**src/rtl/config_chain_loader.sv**
```systemverilog
// Bit-serial loader for a chained config_cell column: shifts bitstream words into the chain head and packs the tail bits back into readback words.
// Latency: 2 clk per bit plus one FETCH cycle per word; done lands 2 clk after an accepted zero-length start.
// Backpressure: wr side is valid/ready (ready only in FETCH); rd side holds rd_valid until rd_ready, and shifting parks in SHI if a full rx word cannot be handed off.
//
// Ports:
//   clk, reset                   system clock, async active-high reset
//   start, clear_first, chain_bits   load request (sampled together, IDLE only)
//   wr_data/wr_valid/wr_ready    bitstream words in, bit 0 shifted first
//   rd_data/rd_valid/rd_ready    readback words out, first captured bit in bit 0
//   config_clk/config_reset/config_in   registered drive to chain head
//   config_out                   serial data from chain tail
//   busy, done                   status / one-cycle completion pulse
module config_chain_loader #(
  parameter int WORD  = 32,
  parameter int LEN_W = 16
) (
  input  logic             clk,
  input  logic             reset,
  input  logic             start,
  input  logic             clear_first,
  input  logic [LEN_W-1:0] chain_bits,
  input  logic [WORD-1:0]  wr_data,
  input  logic             wr_valid,
  output logic             wr_ready,
  output logic [WORD-1:0]  rd_data,
  output logic             rd_valid,
  input  logic             rd_ready,
  output logic             config_clk,
  output logic             config_reset,
  output logic             config_in,
  input  logic             config_out,
  output logic             busy,
  output logic             done
);

  localparam int IDX_W = $clog2(WORD);

  typedef enum logic [2:0] {IDLE, CRST, FETCH, SLO, SHI, DRAIN, FIN} state_t;

  state_t           state, state_n;
  logic [LEN_W-1:0] remain;
  logic             crst_cnt;
  logic [WORD-1:0]  tx;
  logic [WORD-1:0]  rx;
  logic [IDX_W-1:0] idx;
  logic [IDX_W:0]   rx_idx;

  logic rd_free, rx_full, last_bit, pack, stall, wr_take;

  always_comb begin
    rd_free  = !rd_valid || rd_ready;
    rx_full  = (rx_idx == (IDX_W+1)'(WORD));
    last_bit = (remain == LEN_W'(1));
    // rx must be handed to rd_data either when full or on the final bit
    pack     = (state == SHI) && (rx_full || last_bit);
    // park with config_clk high rather than overwrite an unread rd word
    stall    = pack && !rd_free;
    wr_take  = wr_valid && wr_ready;
  end

  always_ff @(posedge clk or posedge reset) begin
    if (reset) state <= IDLE;
    else       state <= state_n;
  end

  always_comb begin
    state_n = state;
    case (state)
      IDLE: begin
        if (start) begin
          if (chain_bits == '0)  state_n = FIN;
          else if (clear_first)  state_n = CRST;
          else                   state_n = FETCH;
        end
      end
      CRST:  if (crst_cnt) state_n = FETCH;
      FETCH: if (wr_take) state_n = SLO;
      SLO:   state_n = SHI;
      SHI: begin
        if (!stall) begin
          if (last_bit)                       state_n = DRAIN;
          else if (idx == IDX_W'(WORD - 1))   state_n = FETCH;
          else                                state_n = SLO;
        end
      end
      DRAIN: if (rd_free) state_n = FIN;
      FIN:   state_n = IDLE;
      default: state_n = IDLE;
    endcase
  end

  always_ff @(posedge clk or posedge reset) begin
    if (reset) begin
      remain       <= '0;
      crst_cnt     <= 1'b0;
      tx           <= '0;
      rx           <= '0;
      idx          <= '0;
      rx_idx       <= '0;
      rd_data      <= '0;
      rd_valid     <= 1'b0;
      wr_ready     <= 1'b0;
      config_clk   <= 1'b0;
      config_reset <= 1'b0;
      config_in    <= 1'b0;
      busy         <= 1'b0;
      done         <= 1'b0;
    end else begin
      // Chain-facing strobes are decoded from the next state so they
      // line up exactly with the state they belong to, straight off a flop.
      wr_ready     <= (state_n == FETCH);
      config_clk   <= (state_n == SHI);
      config_reset <= (state_n == CRST);
      done         <= (state == FIN);

      if (rd_valid && rd_ready) rd_valid <= 1'b0;

      case (state)
        IDLE: begin
          config_in <= 1'b0;
          if (start) begin
            remain   <= chain_bits;
            busy     <= 1'b1;
            rx       <= '0;
            rx_idx   <= '0;
            crst_cnt <= 1'b0;
          end
        end
        CRST: crst_cnt <= 1'b1;
        FETCH: begin
          if (wr_take) begin
            tx        <= wr_data;
            idx       <= '0;
            config_in <= wr_data[0];
          end
        end
        SLO: begin
          // tail value before the chain edge that follows this cycle
          rx[rx_idx[IDX_W-1:0]] <= config_out;
          rx_idx                <= rx_idx + (IDX_W+1)'(1);
        end
        SHI: begin
          if (!stall) begin
            remain <= remain - LEN_W'(1);
            if (pack) begin
              rd_data  <= rx;
              rd_valid <= 1'b1;
              rx       <= '0;
              rx_idx   <= '0;
            end
            if (last_bit) begin
              config_in <= 1'b0;
            end else if (idx != IDX_W'(WORD - 1)) begin
              idx       <= idx + IDX_W'(1);
              config_in <= tx[idx + IDX_W'(1)];
            end
          end
        end
        FIN: busy <= 1'b0;
        default: ;
      endcase
    end
  end

endmodule

```
**config.mk**
```make
export PLATFORM = sky130hd
export DESIGN_NAME = config_chain_loader
export DESIGN_NICKNAME = d
export VERILOG_FILES = /design/src/rtl/config_chain_loader.sv
export SDC_FILE = /design/constraint.sdc
export NUM_CORES = 1
export LEC_CHECK = 0
export CORE_MARGIN = 2
export CORE_UTILIZATION = 40
export CTS_CLUSTER_DIAMETER = 60
export DETAILED_ROUTE_END_ITERATION = 16
export SKIP_LAST_GASP = 1
export SLEW_MARGIN = 5
export SYNTH_ARGS = -nofsm -noshare
export SYNTH_HDL_FRONTEND = slang
export SYNTH_SLANG_ARGS = --single-unit
export TNS_END_PERCENT = 100
```
**constraint.sdc**
```tcl
create_clock -name clk -period 8.82 [get_ports clk]
set_input_delay 1.323 -clock clk [delete_from_list [all_inputs] [get_ports clk]]
set_output_delay 1.323 -clock clk [all_outputs]
set_load 0.03 [all_outputs]
```
==> results.sh <==
export IMPL_synth_edf_count=0
export IMPL_grt_pass1_vias=4903
export IMPL_max_slew_margin_rel=0.3756
export IMPL_clk_pin_slew_ps=60
export IMPL_routed_via_density=5.441
export IMPL_synth_top_family_by_area="compound AO/OA/AOI/OAI gates"
export IMPL_p_per_area_nw_per_um2=288.8
export IMPL_p_int_w=0.001629
export IMPL_timing_final_crit_share=0.3741
export IMPL_postRouteAntennaNets=0
export IMPL_syn_num_nets=653
export IMPL_drc=0
export IMPL_required_ps=9120
export IMPL_ctsLongestPathBuffers=2
export IMPL_synthAdderAreaFrac=0.01567
export IMPL_yosys_area_top_type_share=0.5249
export IMPL_fin_setup_tns_ps=0
export IMPL_ctsResizeCount=0
export IMPL_clkPwrFrac=0.356
export IMPL_grt_pass1_wl_mm=24.14
export IMPL_max_cap_violations=0
export IMPL_min_period_ps=3300
export IMPL_ir_drop_mv=0.1559
export IMPL_cts_tree="done"
export IMPL_path_buf_inv=0
export IMPL_leakagePower_nw=3.528
export IMPL_h_tree_depth=4
export IMPL_max_freq_mhz=303.0
export IMPL_yosys_area_share_simple=0.09910
export IMPL_critPathLaunchType="register"
export IMPL_dieWidth_um=130.4
export IMPL_syn_inst=590
export IMPL_numCtsBuffers=17
export IMPL_tightest_slew_ps=936.6
export IMPL_p_seq_frac=0.376
export IMPL_clock_sinks=134
export IMPL_synth_mux_area_frac=0.1535
export IMPL_slew_viol_final=0
export IMPL_path_cells="ha_1, xnor2_1, mux4_2, nor2b_1, a2111oi_0, o41ai_1, mux2_2"
export IMPL_track_usage=0.1815
export IMPL_worst_slack_ps=5520
export IMPL_p_sw_frac=0.3077
export IMPL_syn_avg_cell_area_um2=10.83
export IMPL_wl_mm=14.61
export IMPL_finalNonFillerCells=897
export IMPL_hold_viol=0
export IMPL_yosys_area_top_type="dfrtp_1"
export IMPL_status="finished clean"
export IMPL_core_um2=15770
export IMPL_netlist_area_um2=6389
export IMPL_async_reset_ff_frac=1.000
export IMPL_hold_path_class="register to register"
export IMPL_crit_fanout=14
export IMPL_ys_ff_latch=134
export IMPL_synthTopCellsByArea="dfrtp_1, mux2_2, o21ai_0, a21oi_1, mux4_2"
export IMPL_nets=731
export IMPL_ys_flop_type="dfrtp_1"
export IMPL_cp_slowest_cell="dfrtp_1"
export IMPL_crit_path_end_kind="register"
export IMPL_gr_total_overflow=0
export IMPL_cts_root_buf="clkbuf_16"
export IMPL_max_stage_delay_ps=630
export IMPL_yosys_cell_count_top_type="dfrtp_1"
export IMPL_initial_core_util=0.4051
export IMPL_synth_common_cells="dfrtp_1, o21ai_0, mux2_2, a21oi_1, nor2_1"
export IMPL_dp_hpwl_mm=9.788
export IMPL_ys_seq_area_frac=0.5249
export IMPL_fin_worst_skew_ps=7.764
export IMPL_vias=4881
export IMPL_yosys_warnings=0
export IMPL_area_growth_syn_to_layout_pct=27.56
export IMPL_dp_cells=865
export IMPL_holdBufCountCts=0
export IMPL_post_place_ws_ps=5288
export IMPL_r2r_slack_ps=5520
export IMPL_io_buffers=93
export IMPL_wl_per_cell_um=16.29
export IMPL_die_y_um=130.4
export IMPL_routabilityCongestion=0.8128
export IMPL_setup_viol=0
export IMPL_num_antenna_cells=0
export IMPL_criticalPathCategory="register to register"
export IMPL_rows=46
export IMPL_first_pass_iters=5
export IMPL_synth_compound_area_share=0.1639
export IMPL_comb_power_share=0.268
export IMPL_grt_setup_unrepaired="no"
export IMPL_yosysUniqueCellTypes=58
export IMPL_p_switching_w=0.0007241
export IMPL_cp_arrival_ps=3600
export IMPL_power_w=0.002354
export IMPL_postCtsSetupBuffers=0
export IMPL_io_pins=94
export IMPL_drive_gt1_frac=0.1674
export IMPL_fp_dieArea_um2=17000
export IMPL_final_core_util=0.5167
export IMPL_grt_max_degree=73
export IMPL_synthXorXnorAreaFrac=0.008226
export IMPL_drt_iter0_markers=360
export IMPL_clock_latency_ps=420
export IMPL_cpLargestDelayFamily="multiplexers"
export IMPL_antenna_found_initial=0
per-stage QoR:
| step | area (um2) | hold WS [ps] |
|---|---|---|
| 2_1_floorplan | 6389 | 451.2 |
| 3_3_place_gp | 7446 | 474.6 |
| 3_5_place_dp | 7446 | 483.0 |
| 4_1_cts | 8149 | 495.3 |
| 5_1_grt | 8149 | 516.8 |
| 6_report | 8149 | 490.0 |
cell usage in the layout, fill, tap and decap left out, types with 9 or more instances in the layout:
master	count
mux2_2	65
dfrtp_1	134
clkbuf_16	17
inv_1	13
nor3_1	9
o21ai_0	91
nand2_1	27
nor2_1	38
a21oi_1	54
clkdlybuf4s50_1	93
power groups by stage:
stage	combinational [W]	clock, W	sequential [W]
detailed placement	0.000632	0	0.000895
floorplan	0.000481	0	0.000857
finish	0.000630	0.000837	0.000886
CTS	0.000633	0.000855	0.000884
global route	0.000696	0.000882	0.000908
global placement	0.000616	0	0.000887
cell type report:
type	instances	area, um2
repair buffers	96	953.4
well taps	216	270.3
multi-input cells	405	2814
inverters	14	55.05
fillers	1403	7621
clock buffers	20	456.7
clock inverters	12	246.5
flip-flops and latches	134	3353
sequential cells by signal (all words and copies together), names as in the netlist, 3 cells and up:
name     cells
rd_data     32
idx          5
remain      16
rx_idx       6
rx          32
tx          32
state        3
final timing paths:
kind | from | to | cells past startpoint
hold / removal | rd_data[17]$_DFFE_PP0P_ | rd_data[17]$_DFFE_PP0P_ | 1
min in group asynchronous | reset | rd_data[4]$_DFFE_PP0P_ | 2
max in group asynchronous | reset | state[1]$_DFF_PP0_ | 3
hold reg to reg | rd_data[17]$_DFFE_PP0P_ | rd_data[17]$_DFFE_PP0P_ | 1
setup reg to reg | idx[0]$_DFFE_PP0P_ | config_in$_DFFE_PP0P_ | 7
setup / recovery | idx[0]$_DFFE_PP0P_ | config_in$_DFFE_PP0P_ | 7
cell families (layout without fill, tap and decap cells):
family,count (synthesis),count (layout)
AO/OA/AOI/OAI,184,184
flip-flops,134,134
AND/OR/NAND/NOR,126,126
multiplexers,81,81
buffers and inverters,51,142
adder cells (fa/ha/maj),8,8
XOR/XNOR,6,6
layer usage:
layer	global-route usage	wire, um	up-vias
met1	0.2365	6606	2433
met4	0.08135	99	0
met5	0	0	-
met2	0.2938	7336	129
li1	-	-	2310
met3	0.03868	571	9
(Power assumes the default switching activity.)
